$ cat config.mk
export PLATFORM = sky130hd
export DESIGN_NAME = ex_issue_ctrl_flat
export DESIGN_NICKNAME = d
export VERILOG_FILES = /design/src/rtl/ex_ctrl_pkg.sv /design/src/rtl/ex_issue_ctrl_if.sv /design/src/rtl/ex_scoreboard.sv /design/src/rtl/ex_issue_ctrl.sv /design/src/flat_wrapper.sv
export SDC_FILE = /design/constraint.sdc
export NUM_CORES = 1
export LEC_CHECK = 0
export BUFFER_PORTS_ARGS = -buffer_cell sky130_fd_sc_hd__buf_2
export CAP_MARGIN = 0
export CORE_ASPECT_RATIO = 1.4
export CORE_MARGIN = 2
export CORE_UTILIZATION = 46
export CTS_CLUSTER_DIAMETER = 60
export CTS_CLUSTER_SIZE = 14
export DETAILED_ROUTE_END_ITERATION = 7
export GPL_TIMING_DRIVEN = 0
export PLACE_DENSITY = 0.73
export SKIP_CTS_REPAIR_TIMING = 1
export SYNTH_ARGS = -nofsm -noshare
export SYNTH_HDL_FRONTEND = slang
export SYNTH_SLANG_ARGS = --single-unit
$ cat constraint.sdc
create_clock -name clk -period 1.91 [get_ports clk]
set_clock_uncertainty 0.1 [all_clocks]
set_input_delay 0.191 -clock clk [delete_from_list [all_inputs] [get_ports clk]]
set_output_delay 0.191 -clock clk [all_outputs]
set_load 0.005 [all_outputs]
$ cat src/rtl/ex_ctrl_pkg.sv
// Shared opcode constants, issue FSM state type and scoreboard vector type
// for the execute-issue controller.
package ex_ctrl_pkg;

    localparam logic [7:0] OP_IMUL    = 8'hF7;
    localparam logic [7:0] OP_SYSCALL = 8'h05;
    localparam logic [7:0] OP_NOP     = 8'h90;

    typedef enum logic [1:0] {
        IDLE  = 2'd0,
        MULTI = 2'd1,
        DRAIN = 2'd2
    } ex_issue_state_t;

    // Element n of the vector tracks architectural register n.
    typedef logic [0:15] sb_vec_t;

    function automatic sb_vec_t reg_mask(input logic [3:0] idx);
        sb_vec_t m;
        m      = '0;
        m[idx] = 1'b1;
        return m;
    endfunction

endpackage

$ cat src/rtl/ex_issue_ctrl_if.sv
// Decoded-op offer channel into the issue controller (valid/ready handshake
// plus operand descriptors).
interface ex_issue_ctrl_if;
  logic       in_valid;
  logic       in_ready;
  logic [7:0] in_opcode;
  logic       in_twob;
  logic [3:0] in_src_a;
  logic [3:0] in_src_b;
  logic [3:0] in_dst;
  logic       in_src_a_en;
  logic       in_src_b_en;
  logic       in_dst_en;
  logic       in_dst2_en;

  modport master (
    output in_valid, in_opcode, in_twob, in_src_a, in_src_b, in_dst,
           in_src_a_en, in_src_b_en, in_dst_en, in_dst2_en,
    input  in_ready
  );

  modport slave (
    input  in_valid, in_opcode, in_twob, in_src_a, in_src_b, in_dst,
           in_src_a_en, in_src_b_en, in_dst_en, in_dst2_en,
    output in_ready
  );
endinterface

$ cat src/rtl/ex_scoreboard.sv
// Register-pending scoreboard: issue sets, writeback clears, set wins on a tie.
// EX_BYPASS_EN makes the hazard view include this cycle's writeback clear.
module ex_scoreboard
  import ex_ctrl_pkg::*;
(
  input  logic       clk,
  input  logic       reset,
  input  logic       issue,
  input  logic       dst_en,
  input  logic [3:0] dst,
  input  logic       dst2_en,
  input  logic       wb_valid,
  input  logic [3:0] wb_reg,
  input  logic       wb_reg2_en,
  output sb_vec_t    sb_reg,
  output sb_vec_t    sb_view
);

  sb_vec_t clr_mask;
  sb_vec_t set_mask;
  sb_vec_t sb_next;

  // Kept apart from the set path so the hazard view never depends on issue.
  always_comb begin
    clr_mask = '0;
    if (wb_valid) begin
      clr_mask = reg_mask(wb_reg);
      if (wb_reg2_en)
        clr_mask = clr_mask | reg_mask(4'd2);
    end
  end

  always_comb begin
    set_mask = '0;
    if (issue) begin
      if (dst_en)
        set_mask = set_mask | reg_mask(dst);
      if (dst2_en)
        set_mask = set_mask | reg_mask(4'd2);
    end
    sb_next = (sb_reg & ~clr_mask) | set_mask;
  end

`ifdef EX_BYPASS_EN
  assign sb_view = sb_reg & ~clr_mask;
`else
  assign sb_view = sb_reg;
`endif

  always_ff @(posedge clk) begin
    if (reset)
      sb_reg <= '0;
    else
      sb_reg <= sb_next;
  end

endmodule

$ cat src/rtl/ex_issue_ctrl.sv
// Execute-stage issue controller: hazard check, multi-cycle IMUL hold and
// syscall drain. Optional macro EX_BYPASS_EN (see ex_scoreboard).
module ex_issue_ctrl
  import ex_ctrl_pkg::*;
#(
  parameter int         MUL_LAT    = 3,
  parameter logic [7:0] SYSCALL_OP = OP_SYSCALL
) (
  input  logic                  clk,
  input  logic                  reset,
  ex_issue_ctrl_if.slave        issue,
  output logic                  ex_start,
  output logic [7:0]            ex_opcode,
  output logic                  ex_busy,
  input  logic                  wb_valid,
  input  logic [3:0]            wb_reg,
  input  logic                  wb_reg2_en,
  input  logic                  flush,
  output logic [15:0]           sb_bits
);

  localparam logic [3:0] CNT_LOAD = 4'(MUL_LAT - 1);

  ex_issue_state_t state_reg, state_next;
  logic [3:0]      cnt_reg, cnt_next;
  sb_vec_t         sb_reg;
  sb_vec_t         sb_view;
  logic            hazard;
  logic            is_syscall;
  logic            is_imul;
  logic            sb_busy;
  logic            ready;
  logic            transfer;

  ex_scoreboard u_sb (
    .clk        (clk),
    .reset      (reset),
    .issue      (transfer),
    .dst_en     (issue.in_dst_en),
    .dst        (issue.in_dst),
    .dst2_en    (issue.in_dst2_en),
    .wb_valid   (wb_valid),
    .wb_reg     (wb_reg),
    .wb_reg2_en (wb_reg2_en),
    .sb_reg     (sb_reg),
    .sb_view    (sb_view)
  );

  // Scoreboard element n drives output bit n so sb_bits reads as a register mask.
  for (genvar gi = 0; gi < 16; gi++) begin : g_sb_out
    assign sb_bits[gi] = sb_reg[gi];
  end

  assign hazard = (issue.in_src_a_en & sb_view[issue.in_src_a])
                | (issue.in_src_b_en & sb_view[issue.in_src_b])
                | (issue.in_dst_en   & sb_view[issue.in_dst])
                | (issue.in_dst2_en  & sb_view[2]);

  assign is_syscall = (issue.in_opcode == SYSCALL_OP);
  assign is_imul    = (issue.in_opcode == OP_IMUL) & ~issue.in_twob;
  assign sb_busy    = (sb_reg != '0);

  assign ready = ~reset & (state_reg == IDLE) & ~hazard & ~flush
               & ~(is_syscall & sb_busy);
  assign issue.in_ready = ready;
  assign transfer = issue.in_valid & ready;
  assign ex_busy  = (state_reg == MULTI);

  always_comb begin
    state_next = state_reg;
    cnt_next   = cnt_reg;
    case (state_reg)
      IDLE: begin
        if (transfer && is_imul) begin
          state_next = MULTI;
          cnt_next   = CNT_LOAD;
        end else if (issue.in_valid && is_syscall && sb_busy && !flush) begin
          state_next = DRAIN;
        end
      end
      MULTI: begin
        if (cnt_reg == 4'd0)
          state_next = IDLE;
        else
          cnt_next = cnt_reg - 4'd1;
      end
      DRAIN: begin
        if (flush || !sb_busy)
          state_next = IDLE;
      end
      default: state_next = IDLE;
    endcase
  end

  always_ff @(posedge clk) begin
    if (reset) begin
      state_reg <= IDLE;
      cnt_reg   <= '0;
      ex_start  <= 1'b0;
      ex_opcode <= '0;
    end else begin
      state_reg <= state_next;
      cnt_reg   <= cnt_next;
      ex_start  <= transfer;
      if (transfer)
        ex_opcode <= issue.in_opcode;
    end
  end

endmodule
$ cat src/flat_wrapper.sv
// flat-port wrapper written by rule: the top's interface ports become plain ports
module ex_issue_ctrl_flat import ex_ctrl_pkg::*;
#(
  parameter int         MUL_LAT    = 3,
  parameter logic [7:0] SYSCALL_OP = OP_SYSCALL
)
  (clk, reset, ex_start, ex_opcode, ex_busy, wb_valid, wb_reg, wb_reg2_en, flush, sb_bits, issue_in_valid, issue_in_opcode, issue_in_twob, issue_in_src_a, issue_in_src_b, issue_in_dst, issue_in_src_a_en, issue_in_src_b_en, issue_in_dst_en, issue_in_dst2_en, issue_in_ready);
  ex_issue_ctrl_if issue_i ();
  input  logic clk;
  input  logic reset;
  output logic ex_start;
  output logic [7:0] ex_opcode;
  output logic ex_busy;
  input  logic wb_valid;
  input  logic [3:0] wb_reg;
  input  logic wb_reg2_en;
  input  logic flush;
  output logic [15:0] sb_bits;
  input wire logic [$bits(issue_i.in_valid)-1:0] issue_in_valid;
  input wire logic [$bits(issue_i.in_opcode)-1:0] issue_in_opcode;
  input wire logic [$bits(issue_i.in_twob)-1:0] issue_in_twob;
  input wire logic [$bits(issue_i.in_src_a)-1:0] issue_in_src_a;
  input wire logic [$bits(issue_i.in_src_b)-1:0] issue_in_src_b;
  input wire logic [$bits(issue_i.in_dst)-1:0] issue_in_dst;
  input wire logic [$bits(issue_i.in_src_a_en)-1:0] issue_in_src_a_en;
  input wire logic [$bits(issue_i.in_src_b_en)-1:0] issue_in_src_b_en;
  input wire logic [$bits(issue_i.in_dst_en)-1:0] issue_in_dst_en;
  input wire logic [$bits(issue_i.in_dst2_en)-1:0] issue_in_dst2_en;
  output wire logic [$bits(issue_i.in_ready)-1:0] issue_in_ready;
  assign issue_i.in_valid = issue_in_valid;
  assign issue_i.in_opcode = issue_in_opcode;
  assign issue_i.in_twob = issue_in_twob;
  assign issue_i.in_src_a = issue_in_src_a;
  assign issue_i.in_src_b = issue_in_src_b;
  assign issue_i.in_dst = issue_in_dst;
  assign issue_i.in_src_a_en = issue_in_src_a_en;
  assign issue_i.in_src_b_en = issue_in_src_b_en;
  assign issue_i.in_dst_en = issue_in_dst_en;
  assign issue_i.in_dst2_en = issue_in_dst2_en;
  assign issue_in_ready = issue_i.in_ready;
  ex_issue_ctrl #(.MUL_LAT(MUL_LAT), .SYSCALL_OP(SYSCALL_OP)) u_core (.clk(clk), .reset(reset), .issue(issue_i), .ex_start(ex_start), .ex_opcode(ex_opcode), .ex_busy(ex_busy), .wb_valid(wb_valid), .wb_reg(wb_reg), .wb_reg2_en(wb_reg2_en), .flush(flush), .sb_bits(sb_bits));
endmodule
==> results.md <==
* Status: finished with violations
* Violated checks: negative setup slack
* Vias in the first global route at 1,797
* RSZ-0062 raised after global routing: yes
* Placer congestion estimate at approximately 0.96
* # port buffers at 56
* Commonest non-fill, non-tap cell in the layout: buf_2
* Layout Nets at ~320
* Setup crit end: u_core.ex_opcode[0]
* Number of vias per cell at 6.261
* CP Data Arrival Time at 2.37 ns
* Worst setup EP type: flop
* # diodes at 0
* Mapped Area at 2004 sq um
* Post-Route WL at 5937 microns
* Die span in x at about 60 microns
* Startpoint Class: flop
* Drt wl/cell at between 15 and 20 microns
* Share of layout cells above drive strength 1 at 0.4437
* Yosys warns at 0
* Synthesized area per cell at about 9.4 sq um
* Synth Instances at around 210
* TritonCTS clock tree: done
* Seq cells post-synth at 31
* Final setup viols at 31
* Area grow syn2layout at 32.65%
* Core area at approximately 4200 sq um
* Die H at 82.11 microns
* Initial antenna violation count at 0
* Most frequent cells in the layout: buf_2 (59), dfxtp_1 (19), nand2_1 (14), nor2b_1 (13), nand3_1 (11)
* R2R depth at 6
* Fill count at 364
* Syn nets at between 200 and 250
* Die area at slightly below 5000 sq um
* Non-filler cells, final at approximately 330
* Total GRT Usage at 0.2325
* Num rows at 28
* Worst r2r src: u_core.u_sb.sb_reg[0]
* Area leader, netlist: dfxtp_1
* Post-layout util at 0.6324
* Via count at about 2,000
* Sequential-to-total area share from yosys stat at 0.3096
* CP required at between 1.5 and 2 ns
* Max Buffers Root-to-Sink at 2
* DP Cell Count at approximately 310
* Netlist cell types at 46
* Crit path cell chain: mux4_2 -> o2111a_1 -> and4b_2 -> nand3_4 -> buf_8 -> mux2_4
* DP Area at about 2300 sq um
* Hold crit path type: input port to flop
* DR pass1 iterations at 4
* Clock sink count at 31
* Final slew viol count at 0
* # DRC at 0
* Predominant post-synthesis flop cell: dfxtp_1
* Synth area leaders: dfxtp_1 (31%), mux4_2 (6.7%), mux2_2 (4.5%), o31ai_1 (4.5%), nor2b_1 (4.1%)
* DRT iter0 DRCs at 105
* Worst Max-Slew Pin Slew at 0.7363 ns
* Clock Tree Root: clkbuf_8
* H-tree levels at 2
* Reg2reg end: u_core.ex_opcode[0]
* Final Cycle Share at 1.207
* Crit-path max cell delay at roughly 0.48 ns
* Design Area, Final at ~2700 sq um
* Post-route worst setup slack at -0.3949 ns
* Number of CTS-inserted buffers at 5
* Share of the synthesized area in the top cell type at 0.3096
* Post-route ant nets at 0
* Worst-path clk slew at roughly 0.060 ns
* Final Power at between 0.001 and 0.0015 W
* Initial Util at 0.4768
* EDFF count, synth at 0
* Leak at ~1.1 nW
* VDD IR max at about 400 uV
* First-pass GRT wire length at 8645 microns
* Sum Neg Setup Slack at -8.293 ns
* Maximum number of pins on one net before global-route repair at 11
* Fmax at about 430 MHz
* Slowest CP cell: mux4_2
* Worst slew margin at 0.5046
* Final critical-path required period at around 2.3 ns
* Detailed placement HPWL at about 4300 microns
* Async SR Flop Fraction at 0
* MaxCap Viol Count at 0
* CP Max Fanout at 6
* GRT overflow at 0
* Max reg flops at 16
* Clk_lat worst skew at between 0.2 and 0.3 ns
* Final hold vios at 0
* Setup slack, reg-to-reg at -0.39 ns
* Crit path from: u_core.u_sb.sb_reg[0]
* Num ports at between 60 and 70
* Power per Cell Area at ~530 nW/um^2
* Crit path kind: flop to flop
cell usage after synthesis, types with 4 or more instances:
master    instances
dfxtp_1          31
nand2_1          14
nor2b_1          13
o31ai_1          12
nand3_1          11
inv_1             9
nand2b_1          9
o211ai_1          9
mux2_2            8
nor2_1            8
mux4_2            6
nand3b_1          6
nor3_1            6
nor4_1            6
a21oi_1           5
clkbuf_1          5
a31oi_1           4
buf_2             4
mux2i_1           4
nand4_1           4
o21ai_0           4
stage by stage:
| step | hold WS, ns | worst slack, ns |
|---|---|---|
| 2_1_floorplan | 0.2344 | -0.2063 |
| 3_3_place_gp | 0.3383 | -0.4378 |
| 3_5_place_dp | 0.3438 | -0.4539 |
| 4_1_cts | 0.05184 | -0.4327 |
| 5_1_grt | 0.05492 | -0.4333 |
| 6_report | 0.05671 | -0.3949 |
worst max-delay path: cells and delay by family (launching register included):
family / cells / cell delay [ns]
compound gates: 1 / 0.26
simple gates: 2 / 0.49
buf+inv: 1 / 0.20
mux: 2 / 0.78
flops: 1 / 0.36
logic make-up (layout without fill, tap and decap cells):
family	count (synthesis)	count (layout)	share of synthesized area
simple gates	86	86	0.2503
compound gates	51	51	0.1960
flops	31	31	0.3096
mux	23	23	0.1866
buf+inv	21	92	0.05119
fa+ha+maj	1	1	0.006241
layer usage:
metal	part of all wire	global-route usage	vias up
met3	0.063	0.04673	25
met1	0.39	0.2765	954
met4	0.032	0.08889	0
met2	0.52	0.4043	104
met5	0	0	-
li1	-	-	977
area by class of cell:
| class | count | area (sq um) | area share |
|---|---|---|---|
| clock buffer | 5 | 68.82 | 0.02588 |
| buffer | 12 | 76.32 | 0.02871 |
| multi-input combinational | 161 | 1383 | 0.5200 |
| sequential | 31 | 653.1 | 0.2456 |
| clock inverter | 3 | 15.01 | 0.005647 |
| inverter | 9 | 38.79 | 0.01459 |
| tap | 45 | 56.30 | 0.02118 |
| timing repair buffer | 63 | 367.9 | 0.1384 |
power breakdown:
group	internal [W]	total [W]	switching [W]
sequential	0.000651	0.000662	0.0000104
combinational	0.000114	0.000249	0.000135
clock	0.000249	0.000489	0.000241
how the worst min path moves through the flow:
stage / from / to / slack (ns) / cells past startpoint
2_1_floorplan: issue_in_opcode[0] / u_core.ex_opcode[0] / 0.23 / 1
3_3_place_gp: issue_in_opcode[3] / u_core.ex_opcode[3] / 0.34 / 2
3_5_place_dp: issue_in_opcode[3] / u_core.ex_opcode[3] / 0.34 / 2
4_1_cts: issue_in_opcode[3] / u_core.ex_opcode[3] / 0.05 / 2
5_1_grt: issue_in_opcode[3] / u_core.ex_opcode[3] / 0.05 / 2
6_report: issue_in_opcode[3] / u_core.ex_opcode[3] / 0.06 / 2
No activity file was read; power rests on OpenSTA's default activity.
